`src/rtl/imm_gen_pipe_if.sv`:
```
// Handshake bundle for imm_gen_pipe: decode-side input channel, execute-side
// output channel and the branch-redirect flush.
interface imm_gen_pipe_if #(
    parameter int XLEN = 32
);
    logic            flush;
    logic            in_valid;
    logic            in_ready;
    logic [31:0]     instr;
    logic [2:0]      imm_src;
    logic            out_valid;
    logic            out_ready;
    logic [XLEN-1:0] imm;
    logic            imm_err;

    // Producer/consumer side that drives instructions in and accepts results.
    modport master (
        output flush, in_valid, instr, imm_src, out_ready,
        input  in_ready, out_valid, imm, imm_err
    );

    // The immediate generator itself.
    modport slave (
        input  flush, in_valid, instr, imm_src, out_ready,
        output in_ready, out_valid, imm, imm_err
    );
endinterface

```
`src/rtl/imm_gen_pipe.sv`:
```
// Registered RV32I/RV64I immediate generator. A main output register plus one
// skid register give full throughput with in_ready taken purely from state,
// so out_ready never reaches in_ready combinationally. flush kills both.
module imm_gen_pipe #(
    parameter int XLEN = 32
) (
    input  logic         clk,
    input  logic         rst_n,
    imm_gen_pipe_if.slave bus
);

    generate
        if (XLEN != 32 && XLEN != 64) begin : g_xlen_check
            $fatal(1, "imm_gen_pipe: XLEN must be 32 or 64");
        end
    endgenerate

    typedef enum logic [2:0] {
        SRC_I     = 3'b000,
        SRC_S     = 3'b001,
        SRC_B     = 3'b010,
        SRC_J     = 3'b011,
        SRC_U     = 3'b100,
        SRC_SHAMT = 3'b101,
        SRC_ZIMM  = 3'b110,
        SRC_RSVD  = 3'b111
    } imm_src_e;

    typedef struct packed {
        logic [XLEN-1:0] imm;
        logic            err;
    } entry_t;

    logic signed [31:0] dec32;
    logic               dec_err;
    entry_t             dec;
    entry_t             main_q;
    entry_t             skid_q;
    logic               main_valid;
    logic               skid_valid;
    logic               in_fire;
    logic               out_fire;

    // The opcode field carries no immediate bits.
    logic unused_opcode;
    assign unused_opcode = ^bus.instr[6:0];

    // Decode the selected format to a signed 32-bit value; every format fits
    // in 32 bits and shamt/zimm have bit 31 clear, so one sign-extension to
    // XLEN covers both the sign- and zero-extended cases.
    always_comb begin
        // NOTE: every variable gets a default before the case so no path
        // leaves it unassigned, which would infer a latch.
        dec32   = '0;
        dec_err = 1'b0;
        case (imm_src_e'(bus.imm_src))
            SRC_I:     dec32 = {{20{bus.instr[31]}}, bus.instr[31:20]};
            SRC_S:     dec32 = {{20{bus.instr[31]}}, bus.instr[31:25], bus.instr[11:7]};
            SRC_B:     dec32 = {{19{bus.instr[31]}}, bus.instr[31], bus.instr[7],
                                bus.instr[30:25], bus.instr[11:8], 1'b0};
            SRC_J:     dec32 = {{11{bus.instr[31]}}, bus.instr[31], bus.instr[19:12],
                                bus.instr[20], bus.instr[30:21], 1'b0};
            SRC_U:     dec32 = {bus.instr[31:12], 12'b0};
            SRC_SHAMT: dec32 = (XLEN == 64) ? {26'b0, bus.instr[25:20]}
                                            : {27'b0, bus.instr[24:20]};
            SRC_ZIMM:  dec32 = {27'b0, bus.instr[19:15]};
            default:   dec_err = 1'b1;
        endcase
    end

    assign dec.imm = XLEN'(dec32);
    assign dec.err = dec_err;

    assign in_fire  = bus.in_valid & ~skid_valid;
    assign out_fire = main_valid & bus.out_ready;

    // Main/skid buffer update: strict FIFO, flush overrides everything.
    always_ff @(posedge clk or negedge rst_n) begin
        if (!rst_n) begin
            // NOTE: data registers are reset as well as the valids because
            // imm/imm_err must read zero straight out of reset.
            main_valid <= 1'b0;
            skid_valid <= 1'b0;
            main_q     <= '0;
            skid_q     <= '0;
        end else if (bus.flush) begin
            main_valid <= 1'b0;
            skid_valid <= 1'b0;
        end else if (!main_valid) begin
            // NOTE: non-blocking assignments so every register samples the
            // pre-edge state regardless of statement order.
            if (in_fire) begin
                main_q     <= dec;
                main_valid <= 1'b1;
            end
        end else if (out_fire) begin
            if (skid_valid) begin
                main_q     <= skid_q;
                skid_valid <= 1'b0;
            end else if (in_fire) begin
                main_q <= dec;
            end else begin
                main_valid <= 1'b0;
            end
        end else if (in_fire) begin
            skid_q     <= dec;
            skid_valid <= 1'b1;
        end
    end

    assign bus.in_ready  = ~skid_valid;
    assign bus.out_valid = main_valid;
    assign bus.imm       = main_q.imm;
    assign bus.imm_err   = main_q.err;

endmodule

```
`src/flat_wrapper.sv`:
```
// flat-port wrapper written by rule: the top's interface ports become plain ports
module imm_gen_pipe_flat 
#(
    parameter int XLEN = 32
)
  (clk, rst_n, bus_flush, bus_in_valid, bus_instr, bus_imm_src, bus_out_ready, bus_in_ready, bus_out_valid, bus_imm, bus_imm_err);
  imm_gen_pipe_if #(.XLEN(XLEN)) bus_i ();
  input  logic clk;
  input  logic rst_n;
  input wire logic [$bits(bus_i.flush)-1:0] bus_flush;
  input wire logic [$bits(bus_i.in_valid)-1:0] bus_in_valid;
  input wire logic [$bits(bus_i.instr)-1:0] bus_instr;
  input wire logic [$bits(bus_i.imm_src)-1:0] bus_imm_src;
  input wire logic [$bits(bus_i.out_ready)-1:0] bus_out_ready;
  output wire logic [$bits(bus_i.in_ready)-1:0] bus_in_ready;
  output wire logic [$bits(bus_i.out_valid)-1:0] bus_out_valid;
  output wire logic [$bits(bus_i.imm)-1:0] bus_imm;
  output wire logic [$bits(bus_i.imm_err)-1:0] bus_imm_err;
  assign bus_i.flush = bus_flush;
  assign bus_i.in_valid = bus_in_valid;
  assign bus_i.instr = bus_instr;
  assign bus_i.imm_src = bus_imm_src;
  assign bus_i.out_ready = bus_out_ready;
  assign bus_in_ready = bus_i.in_ready;
  assign bus_out_valid = bus_i.out_valid;
  assign bus_imm = bus_i.imm;
  assign bus_imm_err = bus_i.imm_err;
  imm_gen_pipe #(.XLEN(XLEN)) u_core (.clk(clk), .rst_n(rst_n), .bus(bus_i));
endmodule
```
`config.mk`:
```
export PLATFORM = sky130hd
export DESIGN_NAME = imm_gen_pipe_flat
export DESIGN_NICKNAME = d
export VERILOG_FILES = /design/src/rtl/imm_gen_pipe_if.sv /design/src/rtl/imm_gen_pipe.sv /design/src/flat_wrapper.sv
export SDC_FILE = /design/constraint.sdc
export NUM_CORES = 1
export LEC_CHECK = 0
export CORE_MARGIN = 2
export CORE_UTILIZATION = 50
export DETAILED_ROUTE_END_ITERATION = 8
export PLACE_DENSITY_LB_ADDON = 0.1
export SLEW_MARGIN = 10
export SYNTH_ARGS = -nofsm -noshare
export SYNTH_HDL_FRONTEND = slang
export SYNTH_SLANG_ARGS = --single-unit
```
`constraint.sdc`:
```
create_clock -name clk -period 1.9 [get_ports clk]
set_input_delay 0.38 -clock clk [delete_from_list [all_inputs] [get_ports clk]]
set_output_delay 0.38 -clock clk [all_outputs]
set_load 0.005 [all_outputs]
```
==> flow_summary.toml <==
[placed_design]
dp_hpwl_um = 5370
io_buffers = 67
place_area_um2 = 4120
place_congestion = 0.799

[sta]
finalSetupViolCount = 0
fin_crit_sh_pct = 95.0
timing.slew.headroom_pct = 62.5
fin_skew_ps = 8.50
drv_slew = 0
min_period_ps = 1810
hold_slack_ps = 9.61
tightest_slew_ps = 561
timing.fmax_mhz = 554
hold_viol_final = 0
grt_setup_unrepaired = "false"

[final_layout]
fin_area_um2 = 4340
fin_nets = 436
area_growth_pct = 34.5
diodes = 0
drive_above_1_share_pct = 17.7

[floorplan]
rows = 29
io_pins = 75
core_um2 = 6280
start_util_pct = 51.4
die_h_um = 84.3
die_area_um2 = 7110
die_x_um = 84.3

[clock_tree]
root_buffer = "clkbuf_8"
clk_path_buf_depth = 2
cts_setup_buffers = 0
numCtsBuffers = 9
clk_latency_ps = 360
cts-hold-fix-buffers = 0
cts.sinks = 68
htree_levels = 3
clk_pin_slew_worst_paths_ps = 70
cts_tree = "yes"

[logic_synthesis]
yosysWarnings = 0
ys_seq_area_share_pct = 52.7
synth_edf_count = 0
syn_area_um2 = 3230
synth_top_flop_cell = "dfrtp_1"
yosys_register_bits = 68
synth_most_common_cell = "a21oi_1"
synthCells = 314
synth_common_cells = "71 x a21oi_1, 68 x dfrtp_1, 36 x o22ai_1"
netlist.area_leader.share_pct = 52.7
syn_nets = 354
yosysTopAreaCell = "dfrtp_1"
syn_avg_cell_area_um2 = 10.3
async_reset_ff_share_pct = 100
synth.area.top_cells = "dfrtp_1 53%, a21oi_1 11%, o22ai_1 7.0%"
synth_cell_types = 34

[grt]
grt_overflow = 0
grt_pass1_vias = 2717
grt_use_total_pct = 24.0
grt_max_degree = 69
grt_antenna_before_repair = 0
grt_pass1_wl_um = 13400

[setup_path]
critPathTopFamily = "buffers and inverters"
path_buf_inv = 2
required_ps = 1520
cp.arrival_ps = 1430
startpoint_type = "register"
critPathMaxStageDelay_ps = 500
slowest_stage = "clkdlybuf4s50_1"
end_kind = "primary output"
crit_fanout = 5
worstSetupPathType = "reg -> out"
crit_chain = "inv_1, clkdlybuf4s50_1"

[detailed_routing]
drcViolationCount = 0
route.vias.total = 2733
wl_per_cell_um = 16.4
antenna_left = 0
drt_wl_total_um = 7840
dr.pass1.iters = 4
drt_iter0_drc = 270
via_per_inst = 5.72

[run]
maxCapViolCount = 0

[hold_path]
min_path_type = "in -> async"

[pwr]
total_power_mw = 4.37
power.density_nw_per_um2 = 1010
p_leak_nw = 1.82
peakVddDrop_mv = 0.695

[outcome]
outcome = "completed"
==> routing by layer <==
metal / vias to the layer above / routed length (um) / GRT usage (%)
li1: 1305 / - / -
met1: 1332 / 3700 / 34.4
met2: 82 / 3580 / 36.1
met3: 14 / 391 / 4.03
met4: 0 / 171 / 11.0
met5: - / 0 / 0
==> path summary, 6_finish.rpt <==
| path | from | to | slack (ps) | depth (start not counted) |
|---|---|---|---|---|
| min | rst_n | u_core.bus.imm[14] | 10 | 2 |
| min in group clk | u_core.skid_q[16] | u_core.skid_q[16] | 510 | 1 |
| max in group asynchronous | rst_n | u_core.skid_q[30] | 1570 | 2 |
| max | u_core.skid_valid | bus_in_ready | 90 | 2 |
| max reg2reg | u_core.skid_valid | u_core.bus.imm[26] | 280 | 5 |
| min reg2reg | u_core.skid_q[16] | u_core.skid_q[16] | 510 | 1 |
==> worst reg2reg max path: cells and delay by family (launching register included) <==
| family | cells | cell delay [ps] |
|---|---|---|
| buffers and inverters | 1 | 320 |
| and+or+nand+nor | 1 | 220 |
| DFF | 1 | 470 |
| AOI/OAI and AO/OA | 3 | 550 |
==> registers in the layout (all words and copies together), names as in the netlist <==
signal,flops
u_core.bus.imm,32
u_core.skid_valid,1
u_core.skid_q,33
u_core.bus.imm_err,1
u_core.bus.out_valid,1
==> metrics by stage <==
step	utilization (%)	TNS [ps]	std cells	setup slack, ps
finish	69.2	0	478	94.5
global route	69.2	0	478	19.8
CTS	69.1	0	478	57.7
detailed placement	65.6	-3070	462	-121
global placement	65.6	-1280	462	-72.5
floorplan	-	0	314	279
==> layout by cell type, fill, tap and decap left out, types with 2 or more instances in the layout <==
master | Yosys | final
a21oi_1 | 71 | 71
dfrtp_1 | 68 | 67
clkdlybuf4s50_1 | 0 | 66
o22ai_1 | 36 | 36
nor2_1 | 26 | 26
buf_4 | 5 | 26
mux2_2 | 19 | 19
nor2b_1 | 10 | 10
o21a_1 | 10 | 10
clkbuf_8 | 0 | 9
inv_1 | 7 | 7
o22a_1 | 7 | 7
nand2_1 | 6 | 6
mux2i_1 | 5 | 5
buf_12 | 0 | 4
o21ai_0 | 3 | 3
nand3_1 | 3 | 3
nand2b_1 | 2 | 2
nor3b_1 | 2 | 2
bufinv_16 | 0 | 2
clkinv_4 | 0 | 2
==> repair_timing <==
action | in CTS | in global routing
hold endpoints to repair | 0 | 0
setup endpoints to repair | 0 | 1
gates resized for setup | 0 | 1
==> logic make-up (layout without fill, tap and decap cells) <==
| family | Yosys count | count (layout) | synth area share, % |
|---|---|---|---|
| simple gates | 57 | 57 | 9.46 |
| buf+inv | 33 | 120 | 5.35 |
| xor+xnor | 1 | 1 | 0.271 |
| flops | 68 | 68 | 52.7 |
| compound gates | 131 | 131 | 24.0 |
| mux | 24 | 24 | 8.18 |
==> final cells by class <==
cell class                      instances  area [um^2]
Clock buffer                            9          124
Clock inverter                          7         98.8
Fill cell                             505         1940
Inverter                                7         26.3
Multi-Input combinational cell        213         1350
Sequential cell                        68         1700
Tap cell                               77         96.3
Timing Repair Buffer                   97          941
==> power by group <==
| part | internal, mW | leakage (nW) | total (mW) | switching, mW |
|---|---|---|---|---|
| combinational | 0.626 | 0.895 | 1.05 | 0.426 |
| sequential | 1.79 | 0.810 | 1.98 | 0.194 |
| clock | 0.745 | 0.110 | 1.34 | 0.595 |
| total | 3.16 | 1.82 | 4.37 | 1.21 |
Note: power is estimated with default switching activity, not from simulation.
